**src/rtl/wrap_latency_checker_sat_counter.sv**
```systemverilog
// Saturating event counter; sticks at all-ones instead of wrapping.
module sat_counter #(
   parameter int W = 8
) (
   input  logic         clk,
   input  logic         rst_n,
   input  logic         inc,
   output logic [W-1:0] q
);
   always_ff @(posedge clk) begin
      if (!rst_n)
         q <= '0;
      else if (inc && (q != {W{1'b1}}))
         q <= q + W'(1);
   end
endmodule

```
**config.mk**
```make
export PLATFORM = sky130hd
export DESIGN_NAME = sat_counter
export DESIGN_NICKNAME = d
export VERILOG_FILES = /design/src/rtl/wrap_latency_checker_sat_counter.sv
export SDC_FILE = /design/constraint.sdc
export NUM_CORES = 1
export LEC_CHECK = 0
export BUFFER_PORTS_ARGS = -buffer_cell sky130_fd_sc_hd__buf_2
export CELL_PAD_IN_SITES_DETAIL_PLACEMENT = 1
export CELL_PAD_IN_SITES_GLOBAL_PLACEMENT = 2
export CORE_UTILIZATION = 27
export DETAILED_ROUTE_END_ITERATION = 7
export PLACE_DENSITY_LB_ADDON = 0.1
export SETUP_SLACK_MARGIN = 0.15
export SLEW_MARGIN = 10
export SYNTH_ARGS = -nofsm -noshare
export SYNTH_HDL_FRONTEND = slang
export SYNTH_SLANG_ARGS = --single-unit
```
**constraint.sdc**
```tcl
create_clock -name clk -period 1.66 [get_ports clk]
set_input_delay 0.083 -clock clk [delete_from_list [all_inputs] [get_ports clk]]
set_output_delay 0.083 -clock clk [all_outputs]
set_load 0.005 [all_outputs]
```
**Yosys cells after proc, flatten, opt, wreduce, memory -nomap -nowiden**

Cells that the tools add are included.

- Bits in registers: 8
- Latch bits: 0
- RAM bits: 0
- Memory bits (read-only): 0
- Input bits: 3
- Output and inout bits: 8
- Logic and storage cells: 4
- Memories: 0

- Add/sub/neg operators: 1
- Multiply operators: 0
- Divide/modulo/power cells: 0
- $lt $le $gt $ge: 0
- Eq/ne operators: 1
- Shift-type cells: 0
- Mux-type cells: 0
- Bitwise operators: 0
- Reduce and logical (&&, ||, !) cells: 1

Operators by type and width:

| kind | count |
|---|---|
| $add A8 B1 Y8 const B | 1 |
| $ne A8 B8 Y1 const B | 1 |
| $logic_and A1 B1 Y1 | 1 |

**Longest topological paths before layout**

Gate-level depths: netlist of the first run.

- Word-level depth: 2
- Gate-level depth with buffers: 4
- Depth with buffers taken out: 4

**Worst setup path before layout of the first run**

OpenSTA, ideal clock, no wires.

- Kind: flip-flop to flip-flop
- Start: reg q[0]
- End: reg q[6]
- Data arrival time: 1.262 ns
- Path slack: 0.283 ns
- Stages on the path, launching flop included: 5
- Buffers on the path: 0
- Clock period less this slack: 1.377 ns
- Cell sequence: dfxtp_1 > ha_1 > nand3_1 > or4_1 > and3_1

- Cells in the longest elaborated chain, start to end: 2
- Elaborated cells on any way between the ends: 3

Ends and longest elaborated chain:

| item | RTL line | source |
|---|---|---|
| start, declared | 8 | `output logic [W-1:0] q` |
| start signal, assigned | 14 | `q <= q + W'(1);` |
| branches (longest 2 deep; another with $add A8 B1 Y8) | - |  |

Parallel ways; which one is timed is not known.
A chain may end at the register's enable or synchronous reset.

**Final worst setup path of the first run**

Ends and elaborated chain as after synthesis.

==> out/qor.csv, run 1 <==
metric,value,unit
outcome,completed,
drv_slew,0,
syn_to_final_growth,22.60,%
syn-cell-area,404.1,µm²
route.detailed.drc,0,
place_area,467.9,µm²
synth_top_cell_by_area,dfxtp_1,
power_density,772.5,mW/mm²
post_cts_buffers,0,
worstPathRequired,1800,ps
largest_register,q,
fmax,710.4,MHz
p_leak,0.2101,nW
hold_class,in -> reg,
antenna_left,0,
start_util,29.94,%
clock_latency,250,ps
post-route-cell-area,495.5,µm²
syn-num-nets,51,
via_count,412,
die_w,40.69,µm
postSynthCellCount,47,
worst-path-buf-inv,0,
yosys-top-cells-area,"dfxtp_1 40%, a21oi_1 6.2%, nand2_1 5.6%, mux2i_1 5.0%, nor3_1 3.7%",
min_period,1408,ps
h-tree-depth,1,
cp.arrival,1550,ps
synthArstFlopShare,0,%
nNetsFinal,65,
slowest_delay,410,ps
fp.dieH,40.69,µm
path_class,reg -> reg,
crit_path_end_kind,flip-flop,
rsz0062_at_grt,false,
worst_pin_slew,269.1,ps
row_count,13,
grt_pass1_vias,357,
cts_root_buffer,clkbuf_4,
viasPerCell,5.568,
power,382.8,µW
rr_worst_depth,4,
final_util,36.70,%
cp.depth,4,
core,0.001350,mm²
seq_area_frac_synth,39.63,%
antenna_cells,0,
drt_iter0_drc,6,
cts.sinks,8,
cts_buffers,3,
crit_slowest_cell,or4_1,
ys_ff_latch,8,
period_share,84.80,%
grt_max_degree,9,
clk_pin_slew_worst_paths,50,ps
synth_most_common_cell,dfxtp_1,
skew,0.8330,ps
ys.warnings.count,0,
port_buffers,10,
max-cap-violations,0,
routabilityCongestion,0.7539,
ir_worst_vdd,446.6,µV
drive_gt1_share,30.51,%
syn_area_per_cell,8.599,µm²
critPathLaunchType,flip-flop,
ys_dominant_reg_cell,dfxtp_1,
die_area,0.001656,mm²
worst-path-max-fanout,6,
routedWlPerCell,15.00,µm
overflow,0,
drt_wl_total,1110,µm
hold_violations,0,
synth_top_area_share,39.63,%
setup_viol,0,
grt_pass1_wl,1621,µm
synth.distinct_cells,22,
synth-edff-count,0,
top_regs,q: 8 flops,
cts_tree,yes,
cts_max_path_buffers,2,
largest_reg_flops,8,
ioPinCount,11,
relSlewSlack,82.03,%
synthTopCellsByCount,"8 x dfxtp_1, 6 x nand2_1, 5 x a21oi_1, 3 x nor3_1",
antenna_found_initial,0,
path_delay_family,simple AND/OR/NAND/NOR gates,
grtUsageTotal,15.41,%
whs_path_depth,3,
first_pass_iters,4,
dp_hpwl,808.5,µm
tns,0,ps
cp_cell_sequence,"ha_2, nand3_1, or4_1, and3_1",
==> tightest hold or removal path, cell delays in order <==
cell     delay, ps
buf_2          150
nand2_1         70
mux2i_1         60
==> worst paths after layout <==
check / from / end / slack, ps
setup reg to reg: q[0] / q[6] / 250
setup / recovery: q[0] / q[6] / 250
hold reg to reg: q[1] / q[1] / 500
hold / removal: rst_n / q[1] / 150
==> power breakdown <==
group	switching (mW)	leakage [nW]	internal, mW
clock	0.0652	0.0138	0.0827
sequential	0.00712	0.0655	0.198
combinational	0.0162	0.131	0.0134
total	0.0885	0.210	0.294
==> what timing repair did <==
item / 4_1_cts / 5_1_grt
hold buffers: 0 / 0
gates resized for setup: 0 / 3
setup endpoints to repair: 0 / 1
==> through the flow <==
step | cells | hold WS (ps) | setup WS, ps
4_1_cts | 74 | 158.8 | 161.7
3_3_place_gp | 71 | 412.4 | 254.5
2_1_floorplan | 47 | 227.4 | 282.6
3_5_place_dp | 71 | 428.0 | 202.2
5_1_grt | 74 | 168.9 | 185.9
6_report | 74 | 152.1 | 252.3
==> cell usage in the layout, fill, tap and decap left out <==
cell / instances
a31oi_1: 1
nand3_1: 2
dfxtp_1: 6
nor3_1: 3
and4_1: 1
and3_1: 2
a21oi_1: 5
ha_2: 1
a211oi_1: 2
nand2b_1: 1
a21boi_2: 1
dfxtp_2: 2
o21bai_1: 2
buf_2: 10
clkbuf_4: 3
and4_2: 1
a21boi_0: 1
nand4_1: 2
inv_1: 2
nand2_1: 6
mux2i_1: 2
o21ai_0: 1
or4_1: 1
a311oi_1: 1
==> metal layers <==
metal / routed length [µm] / GRT usage [%]
met5: 0 / 0
met4: 7 / 10.00
met3: 69 / 3.804
met2: 506 / 23.02
met1: 527 / 19.42
==> layout make-up <==
cell class / instances / area, µm²
Tap cell: 15 / 18.77
Sequential cell: 8 / 162.7
Multi-Input combinational cell: 36 / 234.0
Clock buffer: 3 / 22.52
Timing Repair Buffer: 10 / 50.05
Inverter: 2 / 7.507
Fill cell: 179 / 854.6
==> logic make-up (layout without fill, tap and decap cells) <==
| family | after synthesis | in the layout | share of synthesized area, % |
|---|---|---|---|
| compound gates | 14 | 14 | 23.22 |
| fa+ha+maj | 1 | 1 | 3.095 |
| buf+inv | 3 | 15 | 3.095 |
| flops | 8 | 8 | 39.63 |
| mux | 2 | 2 | 4.954 |
| simple gates | 19 | 19 | 26.01 |
Note: power is estimated with default switching activity, not from simulation.
==> run 2: changes to the inputs <==
--- a/config.mk
+++ b/config.mk
@@ -5,10 +5,11 @@
 export SDC_FILE = /design/constraint.sdc
 export NUM_CORES = 1
 export LEC_CHECK = 0
+export ABC_AREA = 1
 export BUFFER_PORTS_ARGS = -buffer_cell sky130_fd_sc_hd__buf_2
 export CELL_PAD_IN_SITES_DETAIL_PLACEMENT = 1
 export CELL_PAD_IN_SITES_GLOBAL_PLACEMENT = 2
-export CORE_UTILIZATION = 27
+export CORE_UTILIZATION = 26
 export DETAILED_ROUTE_END_ITERATION = 7
 export PLACE_DENSITY_LB_ADDON = 0.1
 export SETUP_SLACK_MARGIN = 0.15
==> constraint.sdc (replaced) <==
create_clock -name clk -period 1.4 [get_ports clk]
set_input_delay 0.07 -clock clk [delete_from_list [all_inputs] [get_ports clk]]
set_output_delay 0.07 -clock clk [all_outputs]
set_load 0.005 [all_outputs]
==> out/qor.csv, run 2 <==
metric,value,unit,change
fp.dieH,45.71,µm,was 40.69 µm
path_delay_family,flip-flops,,was simple AND/OR/NAND/NOR gates
synthArstFlopShare,0,%,unchanged
period_share,82.30,%,was 84.80%
hold_violations,0,,unchanged
min_period,1152,ps,was 1408 ps
h-tree-depth,1,,unchanged
p_leak,0.3056,nW,was 0.2101 nW
drive_gt1_share,27.59,%,was 30.51%
grt_max_degree,13,,was 9
r2r-start,q[0],,unchanged
drv_slew,0,,unchanged
synthTopCellsByCount,"19 x nand2_1, 14 x nor2_1, 9 x inv_1, 8 x dfxtp_1, 8 x nand3_1",,"was 8 x dfxtp_1, 6 x nand2_1, 5 x a21oi_1, 3 x nor3_1"
final_common_cell,nand2_1,,was buf_2
ioPinCount,11,,unchanged
start_util,28.16,%,was 29.94%
holdCritStartpoint,rst_n,,unchanged
grt_pass1_wl,1987,µm,was 1621 µm
clk_pin_slew_worst_paths,60,ps,was 50 ps
synth_top_cell_by_area,dfxtp_1,,unchanged
skew,2.139,ps,was 0.8330 ps
cp.depth,6,,was 4
overflow,0,,unchanged
worst-path-buf-inv,1,,was 0
core,0.001764,mm²,was 0.001350 mm²
synth.distinct_cells,16,,was 22
setup_viol,0,,unchanged
postSynthCellCount,76,,was 47
cts_max_path_buffers,2,,unchanged
routabilityCongestion,0.7070,,was 0.7539
seq_area_frac_synth,32.24,%,was 39.63%
postCtsHoldBufs,0,,unchanged
die_w,45.71,µm,was 40.69 µm
viasPerCell,4.330,,was 5.568
rr_endpoint,q[3],,was q[6]
tns,0,ps,unchanged
grtUsageTotal,13.63,%,was 15.41%
slowest_delay,370,ps,was 410 ps
drt_iter0_drc,8,,was 6
ys.warnings.count,0,,unchanged
final_util,33.33,%,was 36.70%
cp-endpoint,q[3],,was q[6]
antenna_left,0,,unchanged
worst-path-max-fanout,11,,was 6
path_class,reg -> reg,,unchanged
dp_hpwl,859.4,µm,was 808.5 µm
ys_dominant_reg_cell,dfxtp_1,,unchanged
antenna_cells,0,,unchanged
cts_tree,yes,,unchanged
cp.arrival,1300,ps,was 1550 ps
cp_cell_sequence,"ha_2, nand3_2, inv_2, nand2_4, a21oi_1, nor2_1",,"was ha_2, nand3_1, or4_1, and3_1"
max-cap-violations,0,,unchanged
critPathLaunchType,flip-flop,,unchanged
route.detailed.drc,0,,unchanged
worst_pin_slew,237.0,ps,was 269.1 ps
hold_class,in -> reg,,unchanged
largest_reg_flops,8,,unchanged
setup.worst_path.start,q[0],,unchanged
ys_ff_latch,8,,unchanged
die_area,0.002089,mm²,was 0.001656 mm²
antenna_found_initial,0,,unchanged
relSlewSlack,84.20,%,was 82.03%
routedWlPerCell,10.31,µm,was 15.00 µm
worstPathRequired,1550,ps,was 1800 ps
cts_root_buffer,clkbuf_4,,unchanged
synth_most_common_cell,nand2_1,,was dfxtp_1
power_density,802.0,mW/mm²,was 772.5 mW/mm²
top_regs,q: 8 flops,,unchanged
syn_area_per_cell,6.536,µm²,was 8.599 µm²
ir_worst_vdd,299.9,µV,was 446.6 µV
outcome,completed,,unchanged
largest_register,q,,unchanged
grt_pass1_vias,446,,was 357
crit_path_end_kind,flip-flop,,unchanged
syn_to_final_growth,18.39,%,was 22.60%
clock_latency,260,ps,was 250 ps
layout_common_cells,"19 x nand2_1, 14 x nor2_1, 10 x buf_2",,"was 10 x buf_2, 6 x nand2_1, 6 x dfxtp_1"
syn-cell-area,496.7,µm²,was 404.1 µm²
port_buffers,10,,unchanged
cts.sinks,8,,unchanged
yosys-top-cells-area,"dfxtp_1 32%, nand2_1 14%, nor2_1 11%, nand3_1 8.1%, inv_1 6.8%",,"was dfxtp_1 40%, a21oi_1 6.2%, nand2_1 5.6%, mux2i_1 5.0%, nor3_1 3.7%"
row_count,15,,was 13
fmax,867.9,MHz,was 710.4 MHz
synth_top_area_share,32.24,%,was 39.63%
via_count,485,,was 412
crit_slowest_cell,dfxtp_4,,was or4_1
rr_worst_depth,6,,was 4
ff2ff_setup_slack,250,ps,about the same
synth-edff-count,0,,unchanged
cts_buffers,3,,unchanged
nNetsFinal,93,,was 65
first_pass_iters,3,,was 4
rsz0062_at_grt,false,,unchanged
syn-num-nets,80,,was 51
drt_wl_total,1155,µm,was 1110 µm
## run 2: how the worst min path moves through the flow
stage                     cells past startpoint   end
after floorplan                               3  q[2]
after global placement                        3  q[1]
after CTS                                     3  q[0]
final                                         3  q[0]
after detailed placement                      3  q[7]
after global routing                          3  q[7]
## run 2: cell type report
| class | count | area [µm²] |
|---|---|---|
| sequential | 8 | 165.2 |
| fill | 249 | 1176 |
| inverter | 10 | 37.54 |
| clock buffer | 3 | 22.52 |
| timing repair buffer | 11 | 57.56 |
| tap | 25 | 31.28 |
| multi-input combinational | 55 | 274.0 |
## run 2: what timing repair did
item | 4_1_cts | 5_1_grt
gates resized for setup | 1 | 5
setup buffers | 0 | 0
setup endpoints to repair | 6 | 8
## run 2: tightest hold or removal path, cell delays in order
cell and delay [ps]:
buf_2 150, nand2_1 80, nor2_1 30
## run 2: cells by family after synthesis
kind of cell               Yosys count  share of synthesized area [%]
buffers and inverters               13                          14.86
and+or+nand+nor                     48                          43.83
adders and majority gates            1                          2.518
AOI/OAI and AO/OA                    6                          6.549
DFF                                  8                          32.24
## run 2: metal layers
metal	share of wire, %	up-vias	global-route usage [%]
li1	-	258	-
met1	51	218	19.62
met2	45	7	18.29
met3	2.9	2	3.571
met4	1.0	0	7.059
met5	0	-	0
## run 2: where the power goes
| group | internal, mW | total (mW) | switching, mW |
|---|---|---|---|
| clock network | 0.0989 | 0.188 | 0.0890 |
| registers | 0.233 | 0.240 | 0.00648 |
| logic | 0.0202 | 0.0442 | 0.0240 |
| total | 0.352 | 0.472 | 0.119 |
## run 2: through the flow
| step | cell area [µm²] | cells | power, mW | setup slack, ps | hold WS [ps] |
|---|---|---|---|---|---|
| finish | 588.1 | 112 | 0.4716 | 247.8 | 111.7 |
| floorplan | 496.7 | 76 | 0.2749 | 198.2 | 287.9 |
| detailed placement | 549.3 | 109 | 0.2869 | 131.0 | 394.2 |
| global route | 588.1 | 112 | 0.5005 | 165.3 | 129.3 |
| CTS | 573.1 | 112 | 0.4807 | 173.6 | 112.4 |
| global placement | 549.3 | 109 | 0.2877 | 149.8 | 386.9 |
